--- src/rtl/b2b_pkg.sv ---
// ============================================================================
// b2b_pkg : shared types and helpers for the board-to-board link stages
// Rev 1.0
// ============================================================================
`default_nettype none

package b2b_pkg;

  localparam int B2B_DATA_WIDTH = 65;
  localparam int META_BIT       = B2B_DATA_WIDTH - 1;

  typedef enum logic {
    OUT_OF_EVENT = 1'b0,
    IN_EVENT     = 1'b1
  } frame_state_t;

  function automatic logic is_meta(input logic [B2B_DATA_WIDTH-1:0] word);
    return word[META_BIT];
  endfunction

endpackage

`default_nettype wire

--- src/rtl/b2b_skid_fifo2.sv ---
// ============================================================================
// b2b_skid_fifo2 : 2-entry registered FIFO, head word always in head_data
// Rev 1.0
// ============================================================================
`default_nettype none

module b2b_skid_fifo2 #(
  parameter int WIDTH = 66
) (
  input  logic             clock,
  input  logic             reset,
  input  logic             push,
  input  logic [WIDTH-1:0] push_data,
  input  logic             pop,
  output logic [1:0]       occupancy,
  output logic [WIDTH-1:0] head_data
);

  logic [WIDTH-1:0] slot1;

  // Callers never pop when empty nor push when full without a pop.
  always_ff @(posedge clock) begin
    if (reset) begin
      occupancy <= 2'd0;
      head_data <= '0;
      slot1     <= '0;
    end else begin
      case ({push, pop})
        2'b10: begin
          if (occupancy == 2'd0) head_data <= push_data;
          else                   slot1     <= push_data;
          occupancy <= occupancy + 2'd1;
        end
        2'b01: begin
          head_data <= slot1;
          occupancy <= occupancy - 2'd1;
        end
        2'b11: begin
          if (occupancy == 2'd1) begin
            head_data <= push_data;
          end else begin
            head_data <= slot1;
            slot1     <= push_data;
          end
        end
        default: ;
      endcase
    end
  end

endmodule

`default_nettype wire

--- src/rtl/b2b_board_link_tx.sv ---
// ============================================================================
// b2b_board_link_tx : drains a SpyBuffer FIFO, checks event framing, drives link
// Optional stats outputs with B2B_BOARD_LINK_TX_STATS_EN.   Rev 1.0
// ============================================================================
`default_nettype none

module b2b_board_link_tx
  import b2b_pkg::*;
#(
  parameter int DATA_WIDTH      = 65,
  parameter int MAX_EVENT_WORDS = 1024,
  parameter int CNT_WIDTH       = 32
) (
  input  logic                  clock,
  input  logic                  reset,
  input  logic                  fifo_empty,
  output logic                  fifo_read_enable,
  input  logic [DATA_WIDTH-1:0] fifo_read_data,
  output logic [DATA_WIDTH-1:0] link_data,
  output logic                  link_valid,
  input  logic                  link_ready,
  output logic                  link_idle,
  output logic [CNT_WIDTH-1:0]  event_count,
  output logic                  framing_error
`ifdef B2B_BOARD_LINK_TX_STATS_EN
  ,
  output logic [CNT_WIDTH-1:0]  orphan_count,
  output logic [CNT_WIDTH-1:0]  overlength_count,
  output logic [CNT_WIDTH-1:0]  stall_count
`endif
);

  localparam int BODY_CNT_W = $clog2(MAX_EVENT_WORDS + 1);
  localparam logic [BODY_CNT_W-1:0] BODY_MAX = BODY_CNT_W'(MAX_EVENT_WORDS);

  frame_state_t            state;
  logic [BODY_CNT_W-1:0]   body_cnt;
  logic                    inflight;
  logic                    meta;
  logic                    pop;
  logic                    push;
  logic                    orphan;
  logic                    overlength;
  logic                    is_footer_in;
  logic [1:0]              occupancy;
  logic [2:0]              committed;
  logic [DATA_WIDTH:0]     head;

  if (DATA_WIDTH == B2B_DATA_WIDTH) begin : g_meta_pkg
    assign meta = is_meta(fifo_read_data);
  end else begin : g_meta_bit
    assign meta = fifo_read_data[DATA_WIDTH-1];
  end

  assign pop        = link_valid & link_ready;
  // Slots already owed: buffered words plus the word returning this cycle.
  assign committed  = {1'b0, occupancy} + {2'b00, inflight} - {2'b00, pop};
  assign fifo_read_enable = !fifo_empty && !reset && (committed < 3'd2);

  assign orphan       = inflight && (state == OUT_OF_EVENT) && !meta;
  assign overlength   = inflight && (state == IN_EVENT) && !meta && (body_cnt == BODY_MAX);
  assign push         = inflight && !orphan && !overlength;
  assign is_footer_in = (state == IN_EVENT) && meta;

  // Footer tag rides alongside the word so counting happens on pop.
  b2b_skid_fifo2 #(.WIDTH(DATA_WIDTH + 1)) u_skid (
    .clock     (clock),
    .reset     (reset),
    .push      (push),
    .push_data ({is_footer_in, fifo_read_data}),
    .pop       (pop),
    .occupancy (occupancy),
    .head_data (head)
  );

  assign link_valid = (occupancy != 2'd0);
  assign link_data  = head[DATA_WIDTH-1:0];
  assign link_idle  = (state == OUT_OF_EVENT) && (occupancy == 2'd0) && !inflight;

  always_ff @(posedge clock) begin
    if (reset) begin
      state         <= OUT_OF_EVENT;
      body_cnt      <= '0;
      inflight      <= 1'b0;
      event_count   <= '0;
      framing_error <= 1'b0;
    end else begin
      inflight      <= fifo_read_enable;
      framing_error <= orphan | overlength;
      if (pop && head[DATA_WIDTH]) event_count <= event_count + CNT_WIDTH'(1);
      if (inflight) begin
        case (state)
          OUT_OF_EVENT: begin
            if (meta) begin
              state    <= IN_EVENT;
              body_cnt <= '0;
            end
          end
          IN_EVENT: begin
            if (meta)             state    <= OUT_OF_EVENT;
            else if (!overlength) body_cnt <= body_cnt + BODY_CNT_W'(1);
          end
          default: state <= OUT_OF_EVENT;
        endcase
      end
    end
  end

`ifdef B2B_BOARD_LINK_TX_STATS_EN
  always_ff @(posedge clock) begin
    if (reset) begin
      orphan_count     <= '0;
      overlength_count <= '0;
      stall_count      <= '0;
    end else begin
      if (orphan && (orphan_count != '1))
        orphan_count <= orphan_count + CNT_WIDTH'(1);
      if (overlength && (overlength_count != '1))
        overlength_count <= overlength_count + CNT_WIDTH'(1);
      if (link_valid && !link_ready && (stall_count != '1))
        stall_count <= stall_count + CNT_WIDTH'(1);
    end
  end
`endif

endmodule

`default_nettype wire

--- config.mk ---
export PLATFORM = sky130hd
export DESIGN_NAME = b2b_board_link_tx
export DESIGN_NICKNAME = d
export VERILOG_FILES = /design/src/rtl/b2b_pkg.sv /design/src/rtl/b2b_skid_fifo2.sv /design/src/rtl/b2b_board_link_tx.sv
export SDC_FILE = /design/constraint.sdc
export NUM_CORES = 1
export LEC_CHECK = 0
export CORE_ASPECT_RATIO = 0.8
export CORE_MARGIN = 1.5
export CORE_UTILIZATION = 30
export CTS_CLUSTER_DIAMETER = 150
export DETAILED_ROUTE_END_ITERATION = 8
export GPL_ROUTABILITY_DRIVEN = 0
export PLACE_DENSITY = 0.51
export SYNTH_ARGS = -nofsm -noshare
export SYNTH_HDL_FRONTEND = slang
export SYNTH_SLANG_ARGS = --single-unit
--- constraint.sdc ---
create_clock -name clock -period 3.25 [get_ports clock]
set_input_delay 0.8125 -clock clock [delete_from_list [all_inputs] [get_ports clock]]
set_output_delay 0.8125 -clock clock [all_outputs]
set_load 0.01 [all_outputs]
After elaboration in Yosys (flattened, before gate mapping)
Index checks and enable logic that the tools add are counted.
{"block": "classes", "reduce_logical": 27, "eq_ne": 11, "bitwise": 3, "n_addsub": 6, "n_mux": 14, "order_cmp": 1}
{"operator": "$mux 66", "count": 4}
{"operator": "$pmux 66 s3", "count": 1}
{"operator": "$pmux 66 s2", "count": 1}
{"operator": "$mux 11", "count": 3}
{"operator": "$add 32x1->32 const B", "count": 1}
{"operator": "$pmux 11 s2", "count": 1}
{"operator": "$logic_and 1x1->1", "count": 13}
{"operator": "$ne 2x2->1 const B", "count": 6}
{"operator": "$add 11x1->11 const B", "count": 1}
{"operator": "$eq 11x11->1 const B", "count": 1}
{"operator": "$logic_not 1->1", "count": 6}
{"operator": "$reduce_bool 2->1", "count": 3}
{"operator": "$eq 2x1->1 const B", "count": 2}
{"operator": "$eq 2x2->1 const B", "count": 2}
{"operator": "$pmux 2 s2", "count": 1}
{"operator": "$reduce_and 4->1", "count": 1}
{"operator": "$add 2x1->3", "count": 1}
{"operator": "$lt 3x2->1 const B", "count": 1}
{"operator": "$reduce_and 3->1", "count": 1}
{"operator": "$reduce_bool 3->1", "count": 1}
{"operator": "$sub 3x1->3", "count": 1}
{"operator": "$add 2x1->2 const B", "count": 1}
{"operator": "$logic_not 2->1", "count": 1}
{"operator": "$mux 1", "count": 2}
{"operator": "other kinds (6)", "count": 6}
{"block": "word_totals", "register_bits": 180, "out_inout_bits": 101, "elab_cells": 70, "input_bits": 69}

Logic depth before layout (Yosys ltp)
Gate-level depths: netlist (run 1).
{"block": "depth", "word_depth": 9, "ltp_mapped": 13, "ltp_nobuf": 11}

Cells and area by module
A second synthesis (run 1) with hierarchy kept.
{"block": "unflattened", "cells_unflattened": 998, "area_unflattened_um2": 8245.4}
{"module": "b2b_skid_fifo2", "cells_each": 716, "n_inst": 1, "area_per_inst_um2": 5883.1, "seq_area_each_um2": 2682.6}
{"module": "b2b_board_link_tx", "cells_each": 282, "n_inst": 1, "area_per_inst_um2": 2362.3, "seq_area_each_um2": 920.9}

Worst setup path before layout (run 1)
OpenSTA, ideal clock, no wires.
{"block": "synth_timing", "kind": "input port to output port", "start": "in link_ready", "end": "out fifo_read_enable", "setup_slack_ns": -0.179, "cell_stages": 9, "arrival_time_ns": 2.616, "required_time_ns": 2.438, "path_buffers": 2, "path_cell_list": "nand2b_1 > clkbuf_1 > clkinv_1 > clkbuf_1 > nor2_1 > o21ai_0 > fa_1 > xor2_1 > nor4b_1"}
{"block": "synth_between", "elab_chain_len": 4}
{"element": "start: declaration", "line": "b2b_board_link_tx.sv:21", "source": "input logic link_ready,"}
{"element": "$and 1x1->1", "line": "b2b_board_link_tx.sv:55", "source": "assign pop = link_valid & link_ready;"}
{"element": "$sub 3x1->3", "line": "b2b_board_link_tx.sv:57", "source": "assign committed = {1'b0, occupancy} + {2'b00, inflight} - {2'b00, pop};"}
{"element": "$lt 3x2->1", "line": "b2b_board_link_tx.sv:58", "source": "assign fifo_read_enable = !fifo_empty && !reset && (committed < 3'd2);"}
{"element": "$logic_and 1x1->1", "line": "b2b_board_link_tx.sv:58"}
{"element": "end: declaration", "line": "b2b_board_link_tx.sv:17", "source": "output logic fifo_read_enable,"}
Every way passes these cells.

Worst setup path in the final report (run 1)
Same ends and word-level chain as after synthesis.

==> out/qor.yml, run 1 <==
timing:
  clock.fmax_mhz: 317.9
  slew_violations: 0
  period_minus_slack_ns: 3.146
  finalCritPeriodShare_pct: 96.79
  finalHoldViolations: 0
  finalSetupTns_ns: 0
  setup_slack_ns: 0.1044
  setup_viol_count_final: 0
  slew-limit-headroom_pct: 41.10
  fin_skew_ns: 0.01117
  holdWs_ns: 0.4520
  worstMarginPinSlew_ns: 0.8836
layout:
  final_area_um2: 12080
  instances_no_fill: 1707
  layout_common_cells: "nand2_1 (220), dfxtp_1 (179), clkdlybuf4s50_1 (166), a21oi_1 (91), o21ai_0 (79)"
  layout_commonest_cell: "nand2_1"
  nets: 1353
  drive_above_1_share_pct: 9.253
  area_growth_pct: 27.19
  post-route-util_pct: 38.62
pwr:
  p_switching_mw: 2.628
  pwr-share-seq_pct: 35.4
  swShare_pct: 34.18
  clkPwrFrac_pct: 28.6
  power_frac_comb_pct: 35.9
  intPower_mw: 5.061
  peakVddDrop_uv: 339.0
  p_leak_nw: 4.234
  p_total_mw: 7.689
  p_per_area_nw_per_um2: 636.5
yosys:
  synth_cell_types: 53
  ys_warn_count: 0
  syn-cell-area_um2: 9498
  synth_seq_cells: 180
  avgSynthCellArea_um2: 7.948
  synth_flop_cell: "dfxtp_1"
  async_reset_ff_share_pct: 0
  syn-num-nets: 1275
  syn_inst: 1195
  synth_edf_count: 0
  yosysSeqAreaShare_pct: 37.94
clocking:
  cts_tree: "yes"
  root_buffer: "clkbuf_16"
  clock_latency_ns: 0.44
  path_clk_slew_ns: 0.06
  cts_buffers: 17
  htree_levels: 4
  cts_max_path_buffers: 2
  cts_hold_buf: 0
  cts_sinks: 180
grt:
  grt.overflow.total: 0
  grt.total_usage_pct: 17.26
  grt_pass1_vias: 8109
  antenna_found_initial: 3
  grt_first_pass_wirelength_um: 45000
  grt_max_degree: 121
worst_hold_path:
  hold_path_class: "flip-flop to flip-flop"
  min_path_cells: 2
critical_path:
  ff2ff_path_depth: 11
  crit_path_start_kind: "input port"
  critPathArrivalTime_ns: 2.33
  crit_type: "input port to output pin"
  end_kind: "output pin"
  worstPathRequired_ns: 2.44
  cp_max_fo: 4
drt:
  vias: 8275
  viasPerCell: 4.848
  drt_iter0_drc: 391
  wl_per_cell_um: 16.23
  routed_wl_um: 27700
  drt-pass1-iter-count: 5
  post-route-drc-count: 0
  antenna_left: 0
place:
  placed_cells: 1673
  port_buffers: 169
  pre_cts_ws_ns: -0.6447
  place_hpwl_um: 17770
  dpl_cell_area_um2: 11410
floorplan:
  io_pins: 170
  initial_core_util_pct: 30.37
  die_y_um: 162.1
  dieArea_um2: 32740
  core.rowCount: 58
  die_w_um: 201.9
  fp.coreArea_um2: 31280
run_status:
  status: "complete, no violations"
job:
  max-cap-violations: 0
-- power groups by stage --
| stage | combinational (mW) | clock, mW | sequential, mW |
|---|---|---|---|
| detailed placement | 2.75 | 0 | 2.77 |
| CTS | 2.75 | 2.28 | 2.73 |
| global placement | 2.72 | 0 | 2.77 |
| finish | 2.76 | 2.20 | 2.73 |
| global route | 3.01 | 2.37 | 2.77 |
| floorplan | 1.82 | 0 | 2.73 |
-- cells by family (layout without fill, tap and decap cells) --
kind of cell / after synthesis / after routing / share of synthesized area [%]
flops: 180 / 180 / 37.94
simple gates: 346 / 346 / 17.14
buf+inv: 245 / 336 / 12.98
fa+ha+maj: 11 / 11 / 1.528
compound gates: 329 / 329 / 21.63
xor+xnor: 11 / 11 / 1.014
mux: 73 / 73 / 7.772
other cells: 0 / 1 / 0
-- cells in the mapped netlist, drive strengths merged, types with 3 or more instances --
| library cell | instances | area [um^2] |
|---|---|---|
| o31ai | 11 | 82.58 |
| a21oi | 91 | 455.4 |
| a211oi | 67 | 503.0 |
| or4 | 15 | 112.6 |
| dfxtp | 180 | 3603 |
| nand2 | 221 | 829.6 |
| buf | 91 | 654.4 |
| a21boi | 65 | 488.0 |
| and4 | 9 | 78.83 |
| inv | 78 | 292.8 |
| and2 | 5 | 31.28 |
| nor4 | 6 | 37.54 |
| xor2 | 8 | 70.07 |
| nor2b | 6 | 37.54 |
| clkbuf | 74 | 277.8 |
| or2 | 3 | 18.77 |
| nor3 | 6 | 30.03 |
| xnor2 | 3 | 26.28 |
| a31oi | 5 | 31.28 |
| nand4 | 14 | 93.84 |
| nor4b | 5 | 65.06 |
| mux2 | 6 | 67.56 |
| mux2i | 67 | 670.6 |
| ha | 10 | 125.1 |
| or3 | 5 | 31.28 |
| nor2 | 19 | 71.32 |
| nand2b | 5 | 31.28 |
| o21ai | 80 | 400.4 |
| nand3 | 19 | 95.09 |
-- path summary, 6_finish.rpt --
path / slack (ns) / startpoint / end
hold / removal: 0.45 / u_skid.slot1[34]$_SDFFE_PP0P_ / u_skid.slot1[34]$_SDFFE_PP0P_
setup / recovery: 0.10 / link_ready / fifo_read_enable
setup reg to reg: 0.39 / u_skid.occupancy[0]$_SDFFE_PP0P_ / u_skid.head_data[42]$_SDFFE_PP0P_
hold reg to reg: 0.45 / u_skid.slot1[34]$_SDFFE_PP0P_ / u_skid.slot1[34]$_SDFFE_PP0P_
-- registers in the layout, indices dropped and copies added (netlist names) --
register          cells
u_skid.slot1         66
body_cnt             11
framing_error         1
inflight              1
u_skid.head_data     66
u_skid.occupancy      2
state                 1
event_count          32
-- worst max-delay path: stages --
cell and delay (ns):
dlygate4sd2_1 0.27, nand2b_4 0.11, clkinv_2 0.07, nor2_2 0.09
o21ai_2 0.07, fa_2 0.37, xor2_2 0.17, nor4b_4 0.21
buf_2 0.16
-- layer usage --
metal,global-route usage [%],wire [um]
met1,23.43,13570
met2,27.37,12590
met3,4.635,1329
met4,3.697,185
met5,0,13
-- timing repair --
action	4_1_cts	5_1_grt
setup buffers	0	1
endpoints found under the setup margin	1	1
gates cloned	0	0
pin swaps	0	2
endpoints found under the hold margin	0	0
gates resized for setup	7	11
-- area by class of cell --
type / instances / area (um^2)
tap: 420 / 525.5
inverter: 80 / 304.0
timing repair buffer: 224 / 2283
clock buffer: 18 / 439.2
multi-input combinational: 770 / 4745
antenna: 1 / 2.502
sequential: 180 / 3605
clock inverter: 14 / 176.4
fill: 3181 / 19200
No activity file was read; power rests on OpenSTA's default activity.
==> inputs of run 2 (changes only) <==
Settings changed: GPL_ROUTABILITY_DRIVEN 0 to 1.
==> results of run 2 <==
The final DEF is identical to that of run 1; final timing and power are the same.
==> inputs of run 3 (changes only) <==
Settings changed: ABC_AREA set to 1, RECOVER_POWER set to 100.
==> run 3 against run 2 <==
Effect of this change:
- final cell count is 13% higher
- die area decreased by 0.70%
- area after synthesis is 0.71% lower
- total power up 19%
- clock skew is 0.0052 ns higher
- utilization down 0.28 points
- synthesized cell count rose by 19%
- fmax is 2.6% higher
- setup slack better by 0.080 ns
- largest cell class unchanged
- sequential power rose by 17%
==> out/qor.yml, run 3 <==
drt:
  wl_per_cell_um: 13.26  # was 16.23 um
  drt-pass1-iter-count: 5  # unchanged
  antenna_left: 0  # unchanged
  viasPerCell: 4.495  # was 4.848
  routed_wl_um: 25660  # was 27700 um
  post-route-drc-count: 0  # unchanged
  vias: 8698  # was 8275
  drt_iter0_drc: 473  # was 391
place:
  gp_congestion: 0.8071  # was 0.7654
  place_hpwl_um: 16540  # was 17770 um
  dpl_cell_area_um2: 11270  # was 11410 um^2
  port_buffers: 169  # unchanged
clocking:
  cts_sinks: 180  # unchanged
  clock_latency_ns: 0.43  # was 0.44 ns
  path_clk_slew_ns: 0.07  # was 0.06 ns
  cts_tree: "yes"  # unchanged
  post-cts-setup-buffers: 0  # unchanged
  cts_max_path_buffers: 2  # unchanged
  cts_buffers: 17  # unchanged
  htree_levels: 4  # unchanged
  root_buffer: "clkbuf_16"  # unchanged
layout:
  drive_above_1_share_pct: 5.062  # was 9.253%
  reg_top3: "u_skid.head_data x66, u_skid.slot1 x66, event_count x32"  # unchanged
  nets: 1589  # was 1353
  post-route-util_pct: 38.35  # was 38.62%
  layout_common_cells: "inv_1 (248), dfxtp_1 (179), nand2_1 (174), nand3_1 (167), a21oi_1 (162)"  # was nand2_1 (220), dfxtp_1 (179), clkdlybuf4s50_1 (166), a21oi_1 (91), o21ai_0 (79)
  area_growth_pct: 24.70  # was 27.19%
  layout_commonest_cell: "inv_1"  # was nand2_1
  n_fill_cell: 3248  # was 3181
  final_area_um2: 11760  # was 12080 um^2
critical_path:
  end_kind: "output pin"  # unchanged
  critPathArrivalTime_ns: 2.25  # was 2.33 ns
  crit_path_start_kind: "flip-flop"  # was input port
  startpoint: "u_skid.occupancy[0]$_SDFFE_PP0P_"  # was link_ready
  cp_max_fo: 4  # unchanged
  reg2reg_from: "u_skid.occupancy[0]$_SDFFE_PP0P_"  # unchanged
  worstPathRequired_ns: 2.44  # about the same
  crit_type: "flip-flop to output pin"  # was input port to output pin
timing:
  holdWs_ns: 0.4453  # was 0.4520 ns
  finalHoldViolations: 0  # unchanged
  slew_violations: 0  # unchanged
  setup_viol_count_final: 0  # unchanged
  fin_skew_ns: 0.01637  # was 0.01117 ns
  rsz0062_at_grt: "no"
  finalSetupTns_ns: 0  # unchanged
  slew-limit-headroom_pct: 31.94  # was 41.10%
  period_minus_slack_ns: 3.065  # was 3.146 ns
  worstMarginPinSlew_ns: 1.021  # was 0.8836 ns
  clock.fmax_mhz: 326.2  # was 317.9 MHz
  finalCritPeriodShare_pct: 94.32  # was 96.79%
yosys:
  avgSynthCellArea_um2: 6.604  # was 7.948 um^2
  yosys-top-cells-count: "inv_1 (247), dfxtp_1 (180), nand2_1 (174)"  # was nand2_1 (221), dfxtp_1 (180), a21oi_1 (91)
  muxShareOfSynthArea_pct: 0  # was 7.772%
  synth_edf_count: 0  # unchanged
  synth_flop_cell: "dfxtp_1"  # unchanged
  syn_inst: 1428  # was 1195
  synth_xor_area_share_pct: 0.7430  # was 1.014%
  syn-cell-area_um2: 9430  # was 9498 um^2
  yosys-top-cells-area: "dfxtp_1 (38%), inv_1 (9.8%), nand3_1 (8.8%)"  # was dfxtp_1 (38%), nand2_1 (8.7%), mux2i_1 (7.1%)
  async_reset_ff_share_pct: 0  # unchanged
  synth_cell_types: 33  # was 53
  ys_warn_count: 0  # unchanged
  synth_top_family_by_area: "simple AND/OR/NAND/NOR gates"  # was compound AO/OA/AOI/OAI gates
  yosysTopAreaCell: "dfxtp_1"  # unchanged
  yosysSeqAreaShare_pct: 38.21  # was 37.94%
  synthSimpleGateAreaFrac_pct: 23.74  # was 17.14%
  syn-num-nets: 1508  # was 1275
  synth_fa_ha_area_share_pct: 1.539  # was 1.528%
  synth_seq_cells: 180  # unchanged
  synth_top_area_share_pct: 38.21  # was 37.94%
  synth_compound_area_share_pct: 16.70  # was 21.63%
  yosysMostFrequentCell: "inv_1"  # was nand2_1
run_status:
  status: "complete, no violations"  # unchanged
floorplan:
  initial_core_util_pct: 30.75  # was 30.37%
  fp.coreArea_um2: 30670  # was 31280 um^2
  die_w_um: 201.2  # was 201.9 um
  io_pins: 170  # unchanged
  dieArea_um2: 32510  # was 32740 um^2
  core.rowCount: 57  # was 58
  die_y_um: 161.6  # was 162.1 um
grt:
  antenna_found_initial: 2  # was 3
  grt_max_degree: 157  # was 121
  grt_first_pass_wirelength_um: 42150  # was 45000 um
  grt.overflow.total: 0  # unchanged
  grt_pass1_vias: 8072  # was 8109
  grt.total_usage_pct: 15.99  # was 17.26%
pwr:
  p_per_area_nw_per_um2: 779.2  # was 636.5 nW/um^2
  p_total_mw: 9.163  # was 7.689 mW
  peakVddDrop_uv: 408.3  # was 339.0 uV
  p_leak_nw: 5.122  # was 4.234 nW
job:
  max-cap-violations: 0  # unchanged
worst_hold_path:
  hold_path_class: "flip-flop to flip-flop"  # unchanged
  min_from: "u_skid.slot1[58]$_SDFFE_PP0P_"  # was u_skid.slot1[34]$_SDFFE_PP0P_
run 3: changes by cell type after synthesis, moves of 14 or more:
cell / previous run / this run
a211oi_1: 67 / 1
a21boi_0: 65 / 0
a21oi_1: 91 / 162
buf_2: 10 / 24
clkbuf_1: 74 / 38
inv_1: 78 / 247
mux2i_1: 67 / 0
nand2_1: 221 / 174
nand3_1: 19 / 166
nor2_1: 19 / 146
o21ai_0: 80 / 134
or4_1: 15 / 0
run 3: routing by layer:
metal  GRT usage [%]  wire [um]  vias to the layer above
met4           3.731        216                        0
li1                -          -                     4620
met3           3.955       1241                       12
met2           25.34      11120                      184
met5               0          0                        -
met1           21.86      13080                     3882
run 3: layout make-up:
cell class	instances	area, um^2	share of cell area [%]
Antenna cell	1	2.502	0.02128
Clock buffer	20	466.7	3.969
Clock inverter	11	78.83	0.6703
Inverter	252	948.4	8.065
Multi-Input combinational cell	847	4053	34.46
Sequential cell	180	3605	30.65
Tap cell	413	516.7	4.394
Timing Repair Buffer	211	2090	17.77
run 3: timing repair:
action / 4_1_cts / 5_1_grt
gates resized for setup: 5 / 6
hold buffers: 0 / 0
endpoints found under the setup margin: 1 / 3
run 3: final timing paths:
kind | endpoint | slack [ns] | depth (start not counted)
hold reg to reg | u_skid.slot1[58]$_SDFFE_PP0P_ | 0.45 | 2
setup / recovery | fifo_read_enable | 0.18 | 11
hold / removal | u_skid.slot1[58]$_SDFFE_PP0P_ | 0.45 | 2
setup reg to reg | u_skid.head_data[14]$_SDFFE_PP0P_ | 0.53 | 14
run 3: critical path, stage by stage (launching register included):
cell     delay [ns]
dfxtp_1        0.31
inv_1          0.12
ha_2           0.21
inv_2          0.05
nand2_4        0.07
inv_2          0.04
nor2_1         0.08
o21ai_1        0.08
fa_1           0.48
nand2_1        0.08
nor3_2         0.15
buf_2          0.15
run 3: kinds of logic after synthesis:
logic type,after synthesis
compound gates,312
flops,180
fa+ha+maj,11
buf+inv,401
simple gates,516
xor+xnor,8
run 3: through the flow:
stage	cells	worst slack [ns]
6_report	1935	0.1847
5_1_grt	1934	0.008513
4_1_cts	1934	0.02551
3_5_place_dp	1903	-0.5327
3_3_place_gp	1903	-0.5405
2_1_floorplan	1428	0.2311
run 3: report_power, final:
group          leakage (nW)  switching (mW)  total, mW  internal, mW
registers              1.47           0.334       3.19          2.86
clock network         0.257           0.925       1.96          1.04
logic                  3.40            2.29       4.01          1.71
total                  5.12            3.55       9.16          5.61
==> RTL change 1 (settings of run 2) <==
Build with the macro `B2B_BOARD_LINK_TX_STATS_EN` defined.
--- a/src/rtl/b2b_board_link_tx.sv
+++ b/src/rtl/b2b_board_link_tx.sv
@@ -4,4 +4,6 @@
 // ============================================================================
 `default_nettype none
+
+`define B2B_BOARD_LINK_TX_STATS_EN
 
 module b2b_board_link_tx
Function (old outputs only; new: orphan_count, overlength_count and stall_count): kept (Yosys induction, for registers that start in step).
==> RTL change 1 against run 2 <==
Highest routed layer is now met4; power rose by 55%; area after synthesis rose by 34%; sequential cell count rose by 96; final area rose by 41%; largest cell class unchanged; wire length rose by 36%; critical endpoint unchanged; sequential share of layout area rose by 2.6 points; register-to-register slack improved by 150 ps; worst setup slack got worse by 90 ps.
==> RTL change 1: results <==
[run_status]
outcome = complete, no violations

[worst_setup_path]
cp.arrival_ps = 2420
cp_max_fo = 3

[drt]
drt_iter0_markers = 558
vias_per_cell = 5.07
dr.pass1.iters = 5
wl_met3_microns = 2240
totalWireLength_microns = 37800
detail_route.wirelength.met1_microns = 17600
dr.max_layer_used = met4
wl_met2_microns = 17200

[yosys]
async_reset_ff_share_pct = 0
synth_cell_types = 60
synth_common_cells = dfxtp_1 (276), nand2_1 (188), a21oi_1 (137)
synth.area.top_cells = dfxtp_1 (43%), nand2_1 (5.5%), a21oi_1 (5.4%)
yosysWarnings = 0
synth_nets = 1603
synth_seq_area_share_pct = 43.3

[clock_tree]
clk-insertion-delay-late_ps = 520
clk_pin_slew_ps = 60
root_buffer = clkbuf_16
cts_buffers = 34
cts_htree_levels = 2
cts.path.max_buffers = 3

[timing]
slew_headroom_pct = 40.8
finalHoldViolCount = 0
finClkSkew_ps = 20.0

[placement]
gp_congestion = 0.827
postPlaceCellArea_sq_um = 15900
io_buffers = 265
dp_hpwl_microns = 25500

[min_path]
hp-class = register to register

[power_and_ir_drop]
leakagePower_nw = 5.61
ir_worst_vdd_uv = 349
p_int_mw = 8.15

[global_routing]
grt_usage_pct = 16.9
grt_max_degree = 171
grt_pass1_wl_microns = 60600
first_global_vias = 10900
antenna_found_initial = 3

[final_layout]
fill_cells = 4170
drive_gt1_share_pct = 9.41
reg_top3 = u_skid.head_data: 66 flops, u_skid.slot1: 66 flops
num-nets-final = 1803
final_util_pct = 40.6

[job]
cap_violations = 0
-- RTL change 1: power by group through the flow --
stage	Sequential, mW	Clock (mW)	Combinational, mW
3_5_place_dp	4.38	0	3.87
2_1_floorplan	4.29	0	2.55
6_report	4.31	3.68	3.96
5_1_grt	4.39	3.96	4.38
4_1_cts	4.32	3.83	3.92
3_3_place_gp	4.37	0	3.86
-- RTL change 1: cells by family after synthesis --
| kind of cell | synth area share, % |
|---|---|
| XOR/XNOR | 4.32 |
| multiplexers | 0.843 |
| AND/OR/NAND/NOR | 27.6 |
| buffers and inverters | 7.54 |
| adder cells (fa/ha/maj) | 1.43 |
| flip-flops | 43.3 |
| AO/OA/AOI/OAI | 15.0 |
-- RTL change 1: repair_timing --
item,CTS,global route
pin swaps,3,7
buffers inserted,0,3
setup endpoints to repair,1,1
resized for setup,17,10
-- RTL change 1: area by class of cell --
type | instances | area share, %
diodes | 2 | 0.0294
clock buffers | 52 | 6.04
clock inverters | 6 | 0.323
inverters | 24 | 0.544
multi-input cells | 1059 | 37.5
flip-flops and latches | 276 | 32.5
well taps | 552 | 4.05
repair buffers | 325 | 19.0
-- RTL change 1: stage by stage --
stage               setup WS (ps)  total power [mW]  cells
CTS                         -64.6              12.1   2291
global placement             -745              8.23   2233
detailed placement           -785              8.25   2233
finish                       14.4              12.0   2296
floorplan                     236              6.85   1520
global route                 -106              12.7   2294
-- RTL change 1: worst paths after layout --
kind,slack (ps),cells past startpoint,start,end
setup / recovery,10,9,link_ready,fifo_read_enable
setup reg to reg,540,7,orphan_count[0],orphan_count[9]
hold reg to reg,450,2,u_skid.slot1[0],u_skid.slot1[0]
hold / removal,450,2,u_skid.slot1[0],u_skid.slot1[0]
-- RTL change 1: per-layer routing --
layer | vias up | global-route usage, %
li1 | 5799 | -
met1 | 5548 | 23.2
met2 | 243 | 26.4
met3 | 48 | 4.20
met4 | 0 | 4.27
met5 | - | 0
-- RTL change 1: worst max-delay path: stages --
cell	delay (ps)
dlygate4sd2_1	290
nand2_4	100
inv_2	50
nor2_2	110
o21ai_2	70
fa_2	380
xor2_2	200
nor4b_4	230
buf_4	180
==> RTL change 2 (flow settings as in run 2) <==
Made on the original files. Put one more register stage on the output `event_count`, with the module's reset. The value now appears one clock later. The other outputs are not delayed to match.
--- a/src/rtl/b2b_board_link_tx.sv
+++ b/src/rtl/b2b_board_link_tx.sv
@@ -33,4 +33,6 @@
   localparam int BODY_CNT_W = $clog2(MAX_EVENT_WORDS + 1);
   localparam logic [BODY_CNT_W-1:0] BODY_MAX = BODY_CNT_W'(MAX_EVENT_WORDS);
+
+  logic [CNT_WIDTH-1:0] event_count_s0;
 
   frame_state_t            state;
@@ -83,10 +85,10 @@
       body_cnt      <= '0;
       inflight      <= 1'b0;
-      event_count   <= '0;
+      event_count_s0 <= '0;
       framing_error <= 1'b0;
     end else begin
       inflight      <= fifo_read_enable;
       framing_error <= orphan | overlength;
-      if (pop && head[DATA_WIDTH]) event_count <= event_count + CNT_WIDTH'(1);
+      if (pop && head[DATA_WIDTH]) event_count_s0 <= event_count_s0 + CNT_WIDTH'(1);
       if (inflight) begin
         case (state)
@@ -124,4 +126,12 @@
 `endif
 
+  always_ff @(posedge clock) begin
+    if (reset) begin
+      event_count <= '0;
+    end else begin
+      event_count <= event_count_s0;
+    end
+  end
+
 endmodule
 
Formal check against the unedited RTL: not equivalent (a bounded check fails within 10 cycles, from zero or initial values and one cycle with reset high).
==> RTL change 2 against run 2 <==
Wire length up 1.0%; final area up 5.5%; power rose by 9.7%; sequential cell count grew 32; worst setup slack better by 32 ps; global-route usage fell by 1.4 points; area after synthesis grew 7.0%; maximum frequency grew 1.0%; largest power group is now registers.
==> RTL change 2: results <==
[final_layout]
num-nets-final = 1384
fill_cells = 3380
reg_top3 = u_skid.head_data: 66 flops, u_skid.slot1: 66 flops
drive_gt1_share_pct = 7.90

[placement]
gp_congestion = 0.763
io_buffers = 169
dp_hpwl_microns = 16900

[yosys]
yosysWarnings = 0
synth_cell_types = 50
synth.area.top_cells = dfxtp_1 (42%), nand2_1 (7.9%), mux2i_1 (6.6%)
async_reset_ff_share_pct = 0
synthFlopType = dfxtp_1
synth_seq_area_share_pct = 41.7
synth_common_cells = nand2_1 (215), dfxtp_1 (212), inv_1 (80)
synth_nets = 1313

[worst_setup_path]
crit_start = u_skid.occupancy[0]
cp.arrival_ps = 2300
reg2reg_setup_slack_ps = 320
reg2reg_to = u_skid.slot1[54]
r2r_cells = 11
timing.critical_path.slowest_stage_cell = dfxtp_1
critical_path.max_stage_delay_ps = 340
crit_family = adder cells
endpoint = fifo_read_enable
cp_max_fo = 3

[global_routing]
grt_pass1_wl_microns = 45200
grt_usage_pct = 15.8
grt_max_degree = 140
grtUsageMet3_pct = 3.96
gr-usage-met1_pct = 21.9
first_global_vias = 8107
antenna_found_initial = 3
grt.met2_usage_pct = 24.9

[power_and_ir_drop]
ir_worst_vdd_uv = 382
leakagePower_nw = 4.59
power.switching_mw = 2.71

[timing]
slew_headroom_pct = 37.3
setup_viol = 0
finClkSkew_ps = 10.0

[drt]
wl_per_cell_microns = 16.0
drt_iter0_markers = 421
dr.pass1.iters = 5
num_vias = 8354

[run_status]
outcome = complete, no violations

[clock_tree]
cts_buffers = 25
clk_pin_slew_ps = 60
cts.path.max_buffers = 3
clk-insertion-delay-late_ps = 520
root_buffer = clkbuf_16
cts_htree_levels = 1
postCtsSetupBuffers = 0

[min_path]
hp-start = u_skid.slot1[0]
hp-class = register to register
## RTL change 2: cell count changes after synthesis, sizes merged, moves of 6 or more
| cell | before | now |
|---|---|---|
| mux2 | 6 | 15 |
| o31ai | 11 | 2 |
| nor2 | 19 | 42 |
| buf | 91 | 83 |
| nand2 | 221 | 215 |
| a21oi | 91 | 78 |
| or4 | 15 | 2 |
| nor2b | 6 | 28 |
| nor3 | 6 | 13 |
| dfxtp | 180 | 212 |
## RTL change 2: repair_timing
item | in CTS | in global routing
endpoints found under the setup margin | 1 | 1
resized for setup | 11 | 1
pin swaps | 1 | 2
cloned | 0 | 0
## RTL change 2: layout make-up
cell class,count,area [sq um],share of cell area [%]
multi-input cells,780,4770,37.4
flip-flops and latches,212,4250,33.3
repair buffers,204,2120,16.6
clock buffers,35,703,5.52
well taps,434,543,4.26
inverters,81,307,2.41
clock inverters,4,48.8,0.383
diodes,2,5.00,0.0393
## RTL change 2: worst min-delay path, cell delays in order, from the launching register on
cell and delay, ps:
dfxtp_1 300, nand2_1 50, a21oi_1 50
## RTL change 2: logic make-up after synthesis
| logic type | synth area share (%) |
|---|---|
| AND/OR/NAND/NOR | 17.0 |
| AO/OA/AOI/OAI | 18.0 |
| buffers and inverters | 11.9 |
| flip-flops | 41.7 |
| multiplexers | 8.26 |
| XOR/XNOR | 1.64 |
| adder cells (fa/ha/maj) | 1.43 |
## RTL change 2: per-layer routing
layer,wire (microns),vias up
met1,13900,3918
met2,12100,166
li1,-,4234
met4,409,2
met3,1500,34
met5,13,-
## RTL change 2: power groups by stage
stage / registers, mW / logic [mW] / clock network (mW)
finish: 3.13 / 2.67 / 2.64
global route: 3.17 / 2.90 / 2.86
CTS: 3.13 / 2.70 / 2.73
detailed placement: 3.18 / 2.69 / 0
global placement: 3.18 / 2.67 / 0
floorplan: 3.13 / 1.83 / 0
## RTL change 2: worst min-delay path by stage
| stage | endpoint | slack [ps] | cells after the start |
|---|---|---|---|
| after floorplan | u_skid.slot1[0] | 440 | 2 |
| after global placement | u_skid.slot1[64] | 440 | 2 |
| after detailed placement | u_skid.slot1[21] | 450 | 2 |
| after CTS | u_skid.slot1[46] | 450 | 2 |
| after global routing | u_skid.slot1[56] | 470 | 2 |
| final | u_skid.slot1[0] | 450 | 2 |
## RTL change 2: stage by stage
step                setup WS [ps]  instance area, sq um  cells  hold slack (ps)  TNS [ps]
CTS                          20.8                 12700   1750              454         0
finish                        136                 12700   1752              452         0
detailed placement           -618                 12000   1711              446    -39550
global placement             -577                 12000   1711              441    -40120
floorplan                    29.8                 10200   1233              436         0
global route                 24.4                 12700   1751              468         0
